===== src/rtl/design_27_arb.sv =====
// Round-robin arbiter and sequencer in front of a shared design_27 datapath.
// Grants one requester per cycle, registers its operands onto the datapath,
// carries the requester id through a latency-matched tag pipeline and returns
// each result tagged with the requester that issued it.
module design_27_arb #(
  parameter  int W   = 12,
  parameter  int N   = 4,
  parameter  int LAT = 1,
  localparam int IDW = (N > 1) ? $clog2(N) : 1
) (
  input  logic             clk,
  input  logic             rst,
  input  logic             en,
  input  logic [N-1:0]     req_valid,
  input  logic [N*W-1:0]   req_a,
  input  logic [N*W-1:0]   req_b,
  output logic [N-1:0]     req_ready,
  output logic             dp_start,
  output logic [W-1:0]     dp_a,
  output logic [W-1:0]     dp_b,
  input  logic [W-1:0]     dp_y,
  output logic             rsp_valid,
  output logic [IDW-1:0]   rsp_id,
  output logic [W-1:0]     rsp_y,
  output logic             busy
);

  localparam logic [IDW-1:0] LAST_ID = IDW'(N - 1);

  // One in-flight operation: whether the slot is occupied and who issued it.
  typedef struct packed {
    logic           valid;
    logic [IDW-1:0] id;
  } tag_t;

  logic [IDW-1:0] ptr_q;
  logic           grant_found;
  logic [IDW-1:0] grant_id;
  logic [IDW:0]   scan_sum;
  logic [IDW-1:0] scan_idx;
  logic [W-1:0]   sel_a;
  logic [W-1:0]   sel_b;

  // Entry k holds the issue made k+1 cycles ago; entry LAT lines up with dp_y.
  tag_t tag_q [LAT+1];

  // Round-robin scan starting at ptr_q: first valid requester wins.
  always_comb begin
    // NOTE: every variable gets a default before the loop so no path leaves
    // it unassigned; otherwise synthesis infers a latch.
    req_ready   = '0;
    grant_found = 1'b0;
    grant_id    = '0;
    scan_sum    = '0;
    scan_idx    = '0;
    for (int k = 0; k < N; k++) begin
      // NOTE: blocking assignments here so each iteration sees the value the
      // previous iteration just computed (first-match priority).
      scan_sum = {1'b0, ptr_q} + (IDW+1)'(k);
      if (scan_sum >= (IDW+1)'(N)) begin
        scan_sum = scan_sum - (IDW+1)'(N);
      end
      scan_idx = scan_sum[IDW-1:0];
      if (en && !grant_found && req_valid[scan_idx]) begin
        grant_found         = 1'b1;
        grant_id            = scan_idx;
        req_ready[scan_idx] = 1'b1;
      end
    end
  end

  // AND-OR operand mux driven by the one-hot grant.
  always_comb begin
    sel_a = '0;
    sel_b = '0;
    for (int i = 0; i < N; i++) begin
      if (req_ready[i]) begin
        sel_a = req_a[i*W +: W];
        sel_b = req_b[i*W +: W];
      end
    end
  end

  // Issue stage: advance the RR pointer and register operands on a transfer.
  always_ff @(posedge clk or posedge rst) begin
    if (rst) begin
      ptr_q    <= '0;
      dp_start <= 1'b0;
      dp_a     <= '0;
      dp_b     <= '0;
    end else begin
      // NOTE: non-blocking assignments for all state so every register
      // samples pre-edge values regardless of statement order.
      dp_start <= grant_found;
      if (grant_found) begin
        ptr_q <= (grant_id == LAST_ID) ? '0 : grant_id + 1'b1;
        dp_a  <= sel_a;
        dp_b  <= sel_b;
      end
    end
  end

  // Tag pipeline: shifts every cycle so the tag tracks its operation exactly.
  always_ff @(posedge clk or posedge rst) begin
    if (rst) begin
      // NOTE: this small array is reset on purpose; a stale valid bit would
      // produce a phantom response after reset is released.
      for (int i = 0; i <= LAT; i++) begin
        tag_q[i] <= '0;
      end
    end else begin
      tag_q[0] <= tag_t'{valid: grant_found, id: grant_id};
      for (int i = 1; i <= LAT; i++) begin
        tag_q[i] <= tag_q[i-1];
      end
    end
  end

  // Response stage: capture dp_y with its tag; hold the payload when idle.
  always_ff @(posedge clk or posedge rst) begin
    if (rst) begin
      rsp_valid <= 1'b0;
      rsp_id    <= '0;
      rsp_y     <= '0;
    end else begin
      rsp_valid <= tag_q[LAT].valid;
      if (tag_q[LAT].valid) begin
        rsp_id <= tag_q[LAT].id;
        rsp_y  <= dp_y;
      end
    end
  end

  // Busy while anything is issued, travelling through the datapath or returning.
  always_comb begin
    busy = dp_start | rsp_valid;
    for (int i = 0; i <= LAT; i++) begin
      busy = busy | tag_q[i].valid;
    end
  end

endmodule


===== config.mk =====
export PLATFORM = sky130hd
export DESIGN_NAME = design_27_arb
export DESIGN_NICKNAME = d
export VERILOG_FILES = /design/src/rtl/design_27_arb.sv
export SDC_FILE = /design/constraint.sdc
export NUM_CORES = 1
export LEC_CHECK = 0
export ABC_CLOCK_PERIOD_IN_PS = 4930
export CAP_MARGIN = 20
export CELL_PAD_IN_SITES_DETAIL_PLACEMENT = 0
export CELL_PAD_IN_SITES_GLOBAL_PLACEMENT = 2
export CORE_MARGIN = 2
export CORE_UTILIZATION = 23
export DETAILED_ROUTE_END_ITERATION = 8
export GPL_TIMING_DRIVEN = 0
export PLACE_DENSITY = 0.85
export SYNTH_ARGS = -nofsm -noshare
export SYNTH_HDL_FRONTEND = slang
export SYNTH_SLANG_ARGS = --single-unit

===== constraint.sdc =====
create_clock -name clk -period 4.93 [get_ports clk]
set_clock_uncertainty 0.05 [all_clocks]
set_input_delay 0.986 -clock clk [delete_from_list [all_inputs] [get_ports clk]]
set_output_delay 0.986 -clock clk [all_outputs]
set_load 0.05 [all_outputs]

==> metrics.cfg, run 1 <==
[status]
outcome = finished clean

[synth]
yosysUniqueCellTypes = 52
synth_top_area_cell = dfrtp_1
yosys.area_share.xor_xnor = 0.00284
synth_top_family_by_area = compound AO/OA/AOI/OAI gates
synth-seq-cells = 47
synthFlopType = dfrtp_1
synth-compound-area-share = 0.325
ys_seq_area_frac = 0.382
synth_top_area_share = 0.382
netlist_instances = 308
syn_area_per_cell_um2 = 10.0
syn_area_um2 = 3080
synth_adder_area_share = 0.0244
synth_fp_nets = 429
synth_area_leaders = dfrtp_1 38%, a311oi_1 7.4%, a22oi_1 6.1%
synth_simple_gate_area_frac = 0.119
synth-async-reset-ratio = 1.00
synth_mux_area_frac = 0.0800
synth_edf_count = 0
ys_warn_count = 0

[placed_design]
place_congestion = 0.824
dpl_cell_area_um2 = 4900
io_buffers = 158
place_hpwl_um = 8710

[clocking]
cts_buffer_depth = 2
clock_latency_ps = 290
clock-sinks = 47
htree_num_levels = 2
cts-buffers-inserted = 5
root_buffer = clkbuf_16
cts_tree = yes
clk_pin_slew_ps = 70

[floorplan]
fp.dieW_um = 120
rows = 42
design.core.area_um2 = 13100
start_util = 0.234
die_area_um2 = 14300
io-pin-count = 160
die_h_um = 120

[sta]
drv_slew = 0
fmax_mhz = 206
fin_crit_sh = 0.986
worst_pin_slew_ps = 615
setup_tns_ps = 0
final-setup-viol-count = 0
period_minus_slack_ps = 4860
maxSlewHeadroom = 0.590
hold_viol = 0
rsz0062_at_grt = no

[pwr]
ir_drop_v = 0.000227
cellPowerDensity_nw_per_um2 = 613
power_mw = 3.12
power_leakage_nw = 1.96

[critical_path]
path_cells = clkdlybuf4s50_1 -> clkbuf_2 -> nor4b_1 -> a22o_1 -> o311ai_1 -> o211ai_1 -> clkbuf_2 -> dlygate4sd2_1
cp_slowest_cell = dlygate4sd2_1
critical_path.max_stage_delay_ps = 570
crit_path_start_kind = input pin
crit_top_cell = clkbuf_2
crit_buf_inv = 4
cp.arrival_ps = 3820
path_class = in2out
worst_r2r_path_depth = 11
cp_max_fo = 10
critPathRequiredTime_ps = 3890
cp_top_family = buffers and inverters
r2r_slack_ps = 1380
end_kind = output pin
reg2reg_to = dp_a[11]$_DFFE_PP0P_

[drt]
routedWlPerCell_um = 17.7
final_antenna_net_count = 0
drt_pass1_iterations = 4
drt_iter0_markers = 198
drcViolationCount = 0
viasPerCell = 5.01
vias = 3263
totalWireLength_um = 11500

[layout]
fill_cells = 1339
drive_gt1_frac = 0.120
syn2layout_area_growth_pct = 65.2
register_area_um2 = 1180
nNetsFinal = 595
num_antenna_cells = 0
multi_input_area_um2 = 1720
postLayoutCellArea_um2 = 5090

[global_route]
grt_pass1_wl_um = 18300
grt_max_degree = 33
grtUsageTotal = 0.158
overflow = 0
grt_pass1_vias = 3481
antenna_found_initial = 0

[min_path]
min_to = tag_q[1]$_DFF_PP0_
hold_path_class = reg2reg
min_path_cells = 0
min_from = tag_q[4]$_DFF_PP0_

[flow_run]
drv_cap = 0

metrics by stage:
step | std cells | utilization | worst slack [ps] | hold WS (ps)
2_1_floorplan | 308 | - | 891 | 281
3_3_place_gp | 642 | 0.372 | -698 | 286
3_5_place_dp | 643 | 0.373 | -684 | 288
4_1_cts | 651 | 0.385 | 24.5 | 305
5_1_grt | 651 | 0.387 | 2.67 | 313
6_report | 651 | 0.387 | 69.2 | 304
kinds of logic (layout without fill, tap and decap cells):
family / Yosys count / count (layout)
AOI/OAI and AO/OA: 127 / 127
and+or+nand+nor: 67 / 67
DFF: 47 / 47
buffers and inverters: 40 / 207
muxes: 20 / 20
adders and majority gates: 6 / 6
xor gates and xnor gates: 1 / 1
what timing repair did:
action | in CTS | in global routing
resized for setup | 7 | 11
cloned | 0 | 0
buffers inserted | 1 | 0
pin swaps | 1 | 1
hold buffers | 0 | 0
endpoints found under the setup margin | 4 | 4
cell type report:
class / instances / share of cell area
plain buffers: 29 / 0.0330
clock buffers: 5 / 0.0246
clock inverters: 3 / 0.00541
inverters: 10 / 0.00738
multi-input cells: 221 / 0.339
flip-flops and latches: 47 / 0.231
well taps: 176 / 0.0433
repair buffers: 160 / 0.316
registers in the layout, indices dropped and copies added, names as in the netlist, named ones only:
name and flops:
dp_b 12, rsp_y 12, ptr_q 1, dp_a 12, tag_q 6, rsp_id 2, rsp_valid 1
power by group:
part,internal [mW],switching (mW),total [mW],leakage (nW)
Sequential,0.538,0.0844,0.622,0.580
Clock,0.194,0.166,0.360,0.0723
Combinational,0.818,1.32,2.14,1.31
Total,1.55,1.57,3.12,1.96
cells in the final DEF (no fill, tap or decap), types with 4 or more instances in the layout:
master / n
ha_1: 5
dfrtp_1: 47
clkbuf_16: 5
nor2b_1: 4
nand3_1: 4
clkdlybuf4s50_1: 154
clkbuf_1: 11
nor2_1: 31
nor3_1: 5
inv_1: 8
clkbuf_2: 5
o31ai_1: 25
a21boi_0: 15
buf_2: 9
a311oi_1: 26
nand2_1: 5
a21boi_1: 9
mux2_2: 16
a21oi_1: 5
a22oi_1: 25
how the worst max path moves through the flow:
stage                  from      endpoint  slack [ps]  depth (start not counted)
6_report       req_valid[0]  req_ready[3]          70                          8
5_1_grt        req_valid[0]  req_ready[3]           3                          8
4_1_cts                flop  req_ready[1]          20                         12
3_5_place_dp   req_valid[1]  req_ready[3]        -680                          8
3_3_place_gp   req_valid[0]  req_ready[3]        -700                          8
2_1_floorplan          flop  req_ready[3]         890                         10
per-layer routing:
metal,vias up,track usage,share of wire
met1,1586,0.202,0.44
met2,122,0.273,0.48
met3,12,0.0318,0.056
li1,1543,-,-
met5,-,0,0
met4,0,0.0419,0.016
Yosys cell counts (all sizes together) (3+ instances only):
| master | number |
|---|---|
| dfrtp | 47 |
| nor2 | 31 |
| a311oi | 27 |
| a22oi | 25 |
| o31ai | 25 |
| a21boi | 24 |
| clkbuf | 17 |
| mux2 | 17 |
| buf | 13 |
| inv | 10 |
| ha | 6 |
| nor3 | 6 |
| a21oi | 5 |
| nand2 | 5 |
| nand3 | 4 |
| nor2b | 4 |
| and2 | 3 |
| nor3b | 3 |
| o21ai | 3 |
Power figures use the tool's default switching activity.
==> run 2, diff against run 1 <==
--- a/config.mk
+++ b/config.mk
@@ -11,9 +11,11 @@
 export CELL_PAD_IN_SITES_GLOBAL_PLACEMENT = 2
 export CORE_MARGIN = 2
 export CORE_UTILIZATION = 23
+export CTS_CLUSTER_SIZE = 28
 export DETAILED_ROUTE_END_ITERATION = 8
 export GPL_TIMING_DRIVEN = 0
-export PLACE_DENSITY = 0.85
+export HOLD_SLACK_MARGIN = 0.06
+export PLACE_DENSITY_LB_ADDON = 0.1
 export SYNTH_ARGS = -nofsm -noshare
 export SYNTH_HDL_FRONTEND = slang
 export SYNTH_SLANG_ARGS = --single-unit
==> run 2 against run 1 <==
  * Global-route usage grew 0.69 points
  * Register-to-register slack lost 170 ps
  * Combinational power is essentially flat
  * Clock power is essentially flat
  * Critical path depth grew 1
  * Flip-flop and latch count is the same
  * Via count shrank 1.3%
  * Utilization grew 0.076 points
  * Critical path type unchanged
  * Worst hold slack gained 2.1 ps
==> metrics.cfg, run 2 (same netlist as run 1, synthesis figures left out) <==
[layout]
final_cell_mix = 154 x clkdlybuf4s50_1, 47 x dfrtp_1, 31 x nor2_1  ; unchanged
drive_gt1_frac = 0.134  ; was 0.120
final_common_cell = clkdlybuf4s50_1  ; unchanged
syn2layout_area_growth_pct = 65.5  ; was 65.2%
final_util = 0.388  ; was 0.387
num_antenna_cells = 0  ; unchanged
fill_cells = 1352  ; was 1339
nNetsFinal = 599  ; was 595
top_regs = dp_a x12, dp_b x12, rsp_y x12  ; unchanged

[placed_design]
place_congestion = 0.790  ; was 0.824
io_buffers = 158  ; unchanged
place_ws_ps = -742  ; was -684 ps
place_hpwl_um = 8790  ; was 8710 um

[critical_path]
worst_r2r_path_depth = 12  ; was 11
cp_max_fo = 10  ; unchanged
critPathRequiredTime_ps = 3890  ; about the same
cp_slowest_cell = nor4bb_1  ; was dlygate4sd2_1
crit_path_start_kind = input pin  ; unchanged
cp.arrival_ps = 3650  ; was 3820 ps
path_class = in2out  ; unchanged
critical_path.max_stage_delay_ps = 480  ; was 570 ps
end_kind = output pin  ; unchanged
reg2reg_to = dp_b[9]$_DFFE_PP0P_  ; was dp_a[11]$_DFFE_PP0P_
path_cells = clkdlybuf4s50_1 -> clkbuf_2 -> nor4bb_1 -> a22o_1 -> o311a_1 -> nor3_4 -> inv_2 -> buf_2 -> clkdlybuf4s15_2  ; was clkdlybuf4s50_1 -> clkbuf_2 -> nor4b_1 -> a22o_1 -> o311ai_1 -> o211ai_1 -> clkbuf_2 -> dlygate4sd2_1
r2r_slack_ps = 1210  ; was 1380 ps

[global_route]
grt_pass1_wl_um = 18500  ; was 18300 um
grt_max_degree = 37  ; was 33
overflow = 0  ; unchanged
grtUsageTotal = 0.165  ; was 0.158
antenna_found_initial = 0  ; unchanged
grt_pass1_vias = 3234  ; was 3481

[clocking]
htree_num_levels = 2  ; unchanged
cts_buffer_depth = 2  ; unchanged
cts_tree = yes  ; unchanged
hold_buffers = 0  ; unchanged
clk_pin_slew_ps = 70  ; about the same
cts-buffers-inserted = 5  ; unchanged
clock-sinks = 47  ; unchanged
root_buffer = clkbuf_16  ; unchanged
clock_latency_ps = 290  ; about the same

[floorplan]
rows = 42  ; unchanged
start_util = 0.234  ; unchanged
io-pin-count = 160  ; unchanged
die_area_um2 = 14300  ; unchanged
design.core.area_um2 = 13100  ; unchanged
die_h_um = 120  ; unchanged
fp.dieW_um = 120  ; unchanged

[sta]
fin_crit_sh = 0.950  ; was 0.986
rsz0062_at_grt = no  ; unchanged
fin_ws_ps = 247  ; was 69.2 ps
fmax_mhz = 214  ; was 206 MHz
drv_slew = 0  ; unchanged
period_minus_slack_ps = 4680  ; was 4860 ps
setup_tns_ps = 0  ; unchanged
hold_viol = 0  ; unchanged
final-setup-viol-count = 0  ; unchanged
maxSlewHeadroom = 0.599  ; was 0.590
worst_pin_slew_ps = 592  ; was 615 ps

[pwr]
p_sw_mw = 1.58  ; was 1.57 mW
seq_power_share = 0.199  ; was 0.200
ir_drop_v = 0.000214  ; was 0.000227 V
p_comb_frac = 0.685  ; about the same
p_int_mw = 1.55  ; about the same
cellPowerDensity_nw_per_um2 = 614  ; was 613 nW/um2
power_leakage_nw = 1.98  ; was 1.96 nW
clockPowerShare = 0.116  ; was 0.115
switching_share = 0.504  ; was 0.503

[drt]
vias = 3222  ; was 3263
drt_iter0_markers = 143  ; was 198
final_antenna_net_count = 0  ; unchanged
drcViolationCount = 0  ; unchanged
drt_pass1_iterations = 4  ; unchanged
totalWireLength_um = 12000  ; was 11500 um
routedWlPerCell_um = 18.3  ; was 17.7 um
viasPerCell = 4.92  ; was 5.01

[min_path]
hold_path_class = reg2reg  ; unchanged
min_from = tag_q[4]$_DFF_PP0_  ; unchanged
min_to = tag_q[1]$_DFF_PP0_  ; unchanged
min_path_cells = 0  ; unchanged

[flow_run]
drv_cap = 0  ; unchanged

[status]
outcome = finished clean  ; unchanged

run 2: what timing repair did:
item / in CTS / in global routing
endpoints found under the hold margin: 0 / 0
pin swaps: 1 / 2
buffers inserted: 1 / 4
resized for setup: 8 / 14
endpoints found under the setup margin: 4 / 4
run 2: metrics by stage:
| stage | total power [mW] | instances | area (um2) | hold slack (ps) |
|---|---|---|---|---|
| final | 3.13 | 655 | 5100 | 306 |
| after global routing | 3.34 | 655 | 5100 | 312 |
| after CTS | 3.14 | 651 | 5060 | 308 |
| after detailed placement | 2.77 | 643 | 4900 | 289 |
| after global placement | 2.76 | 642 | 4880 | 289 |
| after floorplan | 2.07 | 308 | 3080 | 281 |
run 2: worst max path at each step:
| stage | endpoint | from |
|---|---|---|
| floorplan | req_ready[3] | flop |
| global placement | req_ready[3] | req_valid[0] |
| global route | req_ready[1] | flop |
| detailed placement | req_ready[3] | req_valid[3] |
| CTS | req_ready[3] | req_valid[0] |
| finish | req_ready[2] | req_valid[1] |
run 2: power groups by stage:
stage               logic, mW  clock network (mW)  registers [mW]
finish                   2.14               0.362           0.623
global route             2.30               0.394           0.646
CTS                      2.14               0.378           0.624
detailed placement       2.13                   0           0.632
global placement         2.13                   0           0.628
floorplan                1.03                   0            1.05
run 2: critical path, delay by kind of cell:
family	cells	cell delay (ps)
compound gates	2	630
buf+inv	5	1470
simple gates	2	550
run 2: routing by layer:
metal,routed length (um),vias up,track usage
li1,-,1547,-
met1,5690,1545,0.229
met2,5600,124,0.269
met3,617,6,0.0285
met4,114,0,0.0375
met5,0,-,0
run 2: area by class of cell:
| cell class | instances | area [um2] | share of cell area |
|---|---|---|---|
| Multi-Input combinational cell | 221 | 1710 | 0.336 |
| Timing Repair Buffer | 164 | 1630 | 0.320 |
| Sequential cell | 47 | 1180 | 0.231 |
| Tap cell | 176 | 220 | 0.0432 |
| Buffer | 29 | 169 | 0.0331 |
| Clock buffer | 5 | 125 | 0.0246 |
| Inverter | 10 | 37.5 | 0.00737 |
| Clock inverter | 3 | 25.0 | 0.00491 |
==> run 3, diff against run 2 <==
--- a/config.mk
+++ b/config.mk
@@ -11,7 +11,7 @@
 export CELL_PAD_IN_SITES_GLOBAL_PLACEMENT = 2
 export CORE_MARGIN = 2
 export CORE_UTILIZATION = 23
-export CTS_CLUSTER_SIZE = 28
+export CTS_CLUSTER_SIZE = 14
 export DETAILED_ROUTE_END_ITERATION = 8
 export GPL_TIMING_DRIVEN = 0
 export HOLD_SLACK_MARGIN = 0.06
==> results of run 3 <==
Final layout, timing and power as in run 2 (identical DEF).
